[src/rtl/fetch_pkg.sv]
// fetch_pkg: shared definitions for the fetch-stage next-PC logic.
//   OP_BEQ    : primary opcode of beq (instruction bits [31:26]).
//   PC_W      : width of the alternate-PC field carried with each branch.
//   PERF_W    : width of the optional performance counters.
//   br_meta_t : per-instruction branch metadata {valid, pred, alt}.
package fetch_pkg;

    localparam logic [5:0]  OP_BEQ = 6'd4;
    localparam int unsigned PC_W   = 32;
    localparam int unsigned PERF_W = 16;

    typedef struct packed {
        logic            valid;  // instruction in this slot is a beq
        logic            pred;   // fetch followed the taken path
        logic [PC_W-1:0] alt;    // PC of the path not followed
    } br_meta_t;

endpackage

[src/rtl/branch_meta_pipe.sv]
// branch_meta_pipe: two-stage (ID, EX) shift register for branch metadata.
//   clk, rst_n : clock, asynchronous active-low reset (all slots invalid).
//   stall      : hold the ID slot and insert an invalid bubble into EX.
//   kill       : invalidate both slots at the next edge; wins over stall.
//   meta_in    : metadata produced in IF this cycle.
//   meta_d     : metadata of the instruction in ID.
//   meta_e     : metadata of the instruction in EX.
module branch_meta_pipe
    import fetch_pkg::*;
(
    input  logic     clk,
    input  logic     rst_n,
    input  logic     stall,
    input  logic     kill,
    input  br_meta_t meta_in,
    output br_meta_t meta_d,
    output br_meta_t meta_e
);

    always_ff @(posedge clk or negedge rst_n) begin
        if (!rst_n) begin
            meta_d <= '0;
            meta_e <= '0;
        end else if (kill) begin
            // Both younger slots hold wrong-path instructions; only the valid
            // bit matters, so the payload is left as-is.
            meta_d.valid <= 1'b0;
            meta_e.valid <= 1'b0;
        end else if (stall) begin
            meta_e.valid <= 1'b0;
        end else begin
            meta_d <= meta_in;
            meta_e <= meta_d;
        end
    end

endmodule

[src/rtl/fetch_pc_ctrl.sv]
// fetch_pc_ctrl: fetch-stage next-PC generator with beq prediction and
// mispredict recovery for a 5-stage MIPS pipeline.
//   clk, rst_n    : clock, asynchronous active-low reset.
//   iInstruction  : instruction fetched at oPC.
//   iPredTaken    : predictor taken bit for the IF instruction.
//   iStall        : load-use stall (hold IF/ID, bubble into EX).
//   iBranch_regE  : EX-stage instruction is beq.
//   izero_regE    : EX-stage ALU zero flag.
//   oPC           : current fetch address (registered).
//   oFlush        : kill IF/ID and ID/EX contents this cycle.
//   oMispredict   : EX beq resolved opposite to its prediction.
//   oBrCount      : resolved-branch counter (saturating).
//   oMissCount    : mispredict counter (saturating).
// Build option: define FETCH_PERF_CNT_EN to build the counters; otherwise
// oBrCount and oMissCount read as zero.
module fetch_pc_ctrl
    import fetch_pkg::*;
#(
    parameter int unsigned       ADDR_W   = 32,
    parameter logic [ADDR_W-1:0] RESET_PC = '0
) (
    input  logic              clk,
    input  logic              rst_n,
    input  logic [31:0]       iInstruction,
    input  logic              iPredTaken,
    input  logic              iStall,
    input  logic              iBranch_regE,
    input  logic              izero_regE,
    output logic [ADDR_W-1:0] oPC,
    output logic              oFlush,
    output logic              oMispredict,
    output logic [15:0]       oBrCount,
    output logic [15:0]       oMissCount
);

    logic              beq_if;
    logic              pred_taken;
    logic [17:0]       imm_sh;
    logic [ADDR_W-1:0] offset;
    logic [ADDR_W-1:0] pc4;
    logic [ADDR_W-1:0] target;
    logic [ADDR_W-1:0] pc_next;
    logic              actual;
    logic              resolved;
    br_meta_t          meta_if;
    br_meta_t          meta_d;
    br_meta_t          meta_e;

    // IF decode and target computation (all modulo 2^ADDR_W)
    always_comb begin
        beq_if     = (iInstruction[31:26] == OP_BEQ);
        pred_taken = beq_if & iPredTaken;
        imm_sh     = {iInstruction[15:0], 2'b00};
        offset     = ADDR_W'($signed(imm_sh));
        pc4        = oPC + ADDR_W'(4);
        target     = pc4 + offset;
    end

    always_comb begin
        meta_if       = '0;
        meta_if.valid = beq_if;
        meta_if.pred  = pred_taken;
        meta_if.alt   = PC_W'(pred_taken ? pc4 : target);
    end

    branch_meta_pipe u_meta_pipe (
        .clk     (clk),
        .rst_n   (rst_n),
        .stall   (iStall),
        .kill    (oMispredict),
        .meta_in (meta_if),
        .meta_d  (meta_d),
        .meta_e  (meta_e)
    );

    // EX resolution; an untracked beq in EX is never a mispredict
    always_comb begin
        actual      = iBranch_regE & izero_regE;
        resolved    = iBranch_regE & meta_e.valid;
        oMispredict = resolved & (meta_e.pred != actual);
        oFlush      = oMispredict;
    end

    always_comb begin
        pc_next = pc4;
        if (oMispredict) begin
            pc_next = ADDR_W'(meta_e.alt);
        end else if (iStall) begin
            pc_next = oPC;
        end else if (pred_taken) begin
            pc_next = target;
        end
    end

    always_ff @(posedge clk or negedge rst_n) begin
        if (!rst_n) begin
            oPC <= RESET_PC;
        end else begin
            oPC <= pc_next;
        end
    end

`ifdef FETCH_PERF_CNT_EN
    logic [PERF_W-1:0] br_cnt;
    logic [PERF_W-1:0] miss_cnt;

    always_ff @(posedge clk or negedge rst_n) begin
        if (!rst_n) begin
            br_cnt   <= '0;
            miss_cnt <= '0;
        end else begin
            if (resolved && (br_cnt != '1)) begin
                br_cnt <= br_cnt + PERF_W'(1);
            end
            if (oMispredict && (miss_cnt != '1)) begin
                miss_cnt <= miss_cnt + PERF_W'(1);
            end
        end
    end

    assign oBrCount   = br_cnt;
    assign oMissCount = miss_cnt;
`else
    assign oBrCount   = '0;
    assign oMissCount = '0;
`endif

endmodule

[config.mk]
export PLATFORM = sky130hd
export DESIGN_NAME = fetch_pc_ctrl
export DESIGN_NICKNAME = d
export VERILOG_FILES = /design/src/rtl/fetch_pkg.sv /design/src/rtl/branch_meta_pipe.sv /design/src/rtl/fetch_pc_ctrl.sv
export SDC_FILE = /design/constraint.sdc
export NUM_CORES = 1
export LEC_CHECK = 0
export CORE_MARGIN = 10
export CORE_UTILIZATION = 35
export DETAILED_ROUTE_END_ITERATION = 7
export PLACE_DENSITY = 0.55
export SLEW_MARGIN = 20
export SYNTH_ARGS = -nofsm -noshare
export SYNTH_HDL_FRONTEND = slang
export SYNTH_SLANG_ARGS = --single-unit
[constraint.sdc]
create_clock -name clk -period 4.05 [get_ports clk]
set_clock_uncertainty 0.1 [all_clocks]
set_input_delay 1.0125 -clock clk [delete_from_list [all_inputs] [get_ports clk]]
set_output_delay 1.0125 -clock clk [all_outputs]
set_load 0.03 [all_outputs]
==> results.sh <==
export IMPL_placedCellCount=1251
export IMPL_start_kind="flop"
export IMPL_ff2ff_path_depth=16
export IMPL_cts_buffers=9
export IMPL_tightest_slew_ns=0.5429
export IMPL_slew_violations=0
export IMPL_worstPathRequired_ns=4.19
export IMPL_startpoint="oPC[3]"
export IMPL_setup_viol=0
export IMPL_synth_seq_cells=100
export IMPL_syn_avg_cell_area_sq_um=7.974
export IMPL_finalHoldViolCount=0
export IMPL_path_cells="ha_2 -> nand3_1 -> nor3_2 -> buf_4 -> and2_1 -> nand4_1 -> xnor2_1 -> ha_1 -> a21oi_1 -> nor2b_1 -> a211o_1 -> a211oi_1 -> o21ai_0 -> a21oi_1 -> mux2i_1 -> nand2_1"
export IMPL_powerDensity_nw_per_um2=593.7
export IMPL_synth_area_sq_um=7097
export IMPL_status="completed"
export IMPL_fin_cells=1270
export IMPL_drc=0
export IMPL_post_route_period_util_pct=95.86
export IMPL_first_iter_violations=418
export IMPL_synth_top_cell_area_share_pct=35.26
export IMPL_die_y_microns=162.4
export IMPL_synth_edf_count=0
export IMPL_min_path_cells=2
export IMPL_power_total_mw=5.218
export IMPL_cts_tree="done"
export IMPL_ctsHtreeMaxLevel=3
export IMPL_die_area_sq_um=26370
export IMPL_dr_pass1_iters=5
export IMPL_rsz0062_at_grt="true"
export IMPL_worstHoldStart="u_meta_pipe.meta_d[28]"
export IMPL_root_buffer="clkbuf_16"
export IMPL_final_antenna_net_count=0
export IMPL_synth_largest_area_cell="dfrtp_1"
export IMPL_peakVddDrop_mv=0.2198
export IMPL_start_util_pct=35.30
export IMPL_slowest_stage="dfrtp_2"
export IMPL_fin_util_pct=43.72
export IMPL_synthTopCellsByCount="215 x nand2_1, 100 x dfrtp_1, 67 x a21oi_1, 66 x nor2_1, 53 x o21ai_0"
export IMPL_core_area_sq_um=20100
export IMPL_synth_warnings=0
export IMPL_vias_per_cell=5.043
export IMPL_avgRoutedWirePerCell_microns=17.47
export IMPL_antennaDiodeCount=0
export IMPL_async_flop_share_pct=100.0
export IMPL_areaGrowthSynthToFinish_pct=23.85
export IMPL_cp_end_kind="flop"
export IMPL_rrSetupSlack_ns=0.17
export IMPL_synthFlopType="dfrtp_1"
export IMPL_syn_instance_count=890
export IMPL_worst_path_most_repeated_cell="a21oi_1"
export IMPL_die_w_microns=162.4
export IMPL_clk_pin_slew_ns=0.08
export IMPL_clock_sinks=100
export IMPL_synth_area_leaders="dfrtp_1 35%, nand2_1 11%, ha_1 6.5%"
export IMPL_grt_overflow=0
export IMPL_num_rows=52
export IMPL_hold_class="reg2reg"
export IMPL_worstSetupPathType="reg2reg"
export IMPL_antenna_found_initial=0
export IMPL_cp_arrival_ns=4.03
export IMPL_yosysUniqueCellTypes=62
export IMPL_leakage_nw=4.063
export IMPL_ys_seq_area_share_pct=35.26
export IMPL_clockBufferDepth=2
export IMPL_vias=6404
export IMPL_drive_gt1_share_pct=13.80
export IMPL_yosysMostFrequentCell="nand2_1"
export IMPL_totalWireLength_microns=22190
export IMPL_crit_path_max_incr_delay_ns=0.43
export IMPL_grt_max_degree=44
export IMPL_grt_pass1_wl_microns=35220
export IMPL_cts_hold_buf=0
export IMPL_dp_hpwl_microns=16790
export IMPL_gr_usage_all_layers_pct=16.56
export IMPL_relSlewSlack_pct=63.81
export IMPL_clock_latency_ns=0.36
export IMPL_place_ws_ns=0.03693
export IMPL_min_period_ns=3.882
export IMPL_max_cap_violations=0
export IMPL_r2r_start="oPC[3]"
export IMPL_io_pins=104
export IMPL_crit_fanout=6
export IMPL_numPortBuffers=61
export IMPL_nets=1071
export IMPL_grt_pass1_vias=6196
export IMPL_max_freq_mhz=257.6
export IMPL_gp_congestion=0.9208
export IMPL_fin_ws_ns=0.1675
==> state kept, by name, summed over array words and instances (netlist names) <==
register,count
oPC,32
u_meta_pipe.meta_e,34
u_meta_pipe.meta_d,34
==> per-layer routing <==
metal	vias to the layer above	track usage, %	routed length (microns)
li1	3245	-	-
met1	3031	22.88	10950
met2	112	26.36	10090
met3	16	3.059	909
met4	0	3.515	242
met5	-	0	0
==> power breakdown <==
part / internal (mW) / total, mW / switching, mW
sequential: 1.31 / 1.56 / 0.248
combinational: 1.16 / 2.73 / 1.57
clock: 0.495 / 0.922 / 0.428
==> metrics by stage <==
stage | area, sq um | setup TNS, ns | hold slack [ns]
after floorplan | 7213 | 0 | 0.3386
after global placement | 8339 | 0 | 0.3455
after detailed placement | 8339 | 0 | 0.3504
after CTS | 8647 | 0 | 0.3682
after global routing | 8790 | -0.05985 | 0.3918
final | 8790 | 0 | 0.3623
==> kinds of logic (layout without fill, tap and decap cells) <==
group	after synthesis	in the layout	synth area share (%)
buffers and inverters	93	172	6.929
AND/OR/NAND/NOR	368	368	22.87
other	1	32	0.05284
AO/OA/AOI/OAI	225	225	19.75
adder cells (fa/ha/maj)	38	38	6.805
multiplexers	7	7	0.9873
flip-flops	100	100	35.26
XOR/XNOR	58	58	7.352
==> worst max-delay path: cells and delay by family (launching register included) <==
kind	cells	cell delay [ns]
AOI/OAI and AO/OA	5	1.14
xor gates and xnor gates	1	0.26
adders and majority gates	2	0.58
buffers and inverters	1	0.16
DFF	1	0.43
muxes	1	0.25
and+or+nand+nor	6	0.84
==> final cells by class <==
class                   count  area [sq um]
repair buffers            146          1254
flip-flops and latches    100          2505
clock buffers              10         229.0
clock inverters             6         78.83
multi-input cells         728          4348
inverters                  10         37.54
well taps                 270         337.8
fillers                  2046         11310
==> timing repair <==
item / CTS / global route
setup endpoints to repair: 0 / 25
setup buffers: 0 / 3
resized for setup: 0 / 21
==> cells in the final DEF, fill, tap and decap left out, drive strengths merged, types with 3 or more instances in the layout <==
cell / n
and4: 4
a21oi: 68
a221o: 6
nor2: 67
dfrtp: 100
o221ai: 3
or2: 3
mux2i: 7
o22ai: 7
nand3: 23
a211oi: 7
o211ai: 7
o21bai: 7
a31oi: 18
a21o: 17
and2: 5
nor2b: 3
nor3: 12
o21ai: 60
a32oi: 4
xnor2: 31
conb: 32
inv: 14
nand2: 215
and3: 14
ha: 37
a221oi: 6
nand4: 12
a22oi: 3
nor4: 4
xor2: 26
buf: 88
clkdlybuf4s50: 58
o311ai: 3
clkbuf: 10
==> worst paths after layout <==
path,end
worst max-delay path,u_meta_pipe.meta_d[29]
worst min-delay path,u_meta_pipe.meta_e[28]
worst max register to register,u_meta_pipe.meta_d[29]
worst min register to register,u_meta_pipe.meta_e[28]
max in group asynchronous,oPC[13]
min in group asynchronous,u_meta_pipe.meta_d[24]
(Power assumes the default switching activity.)
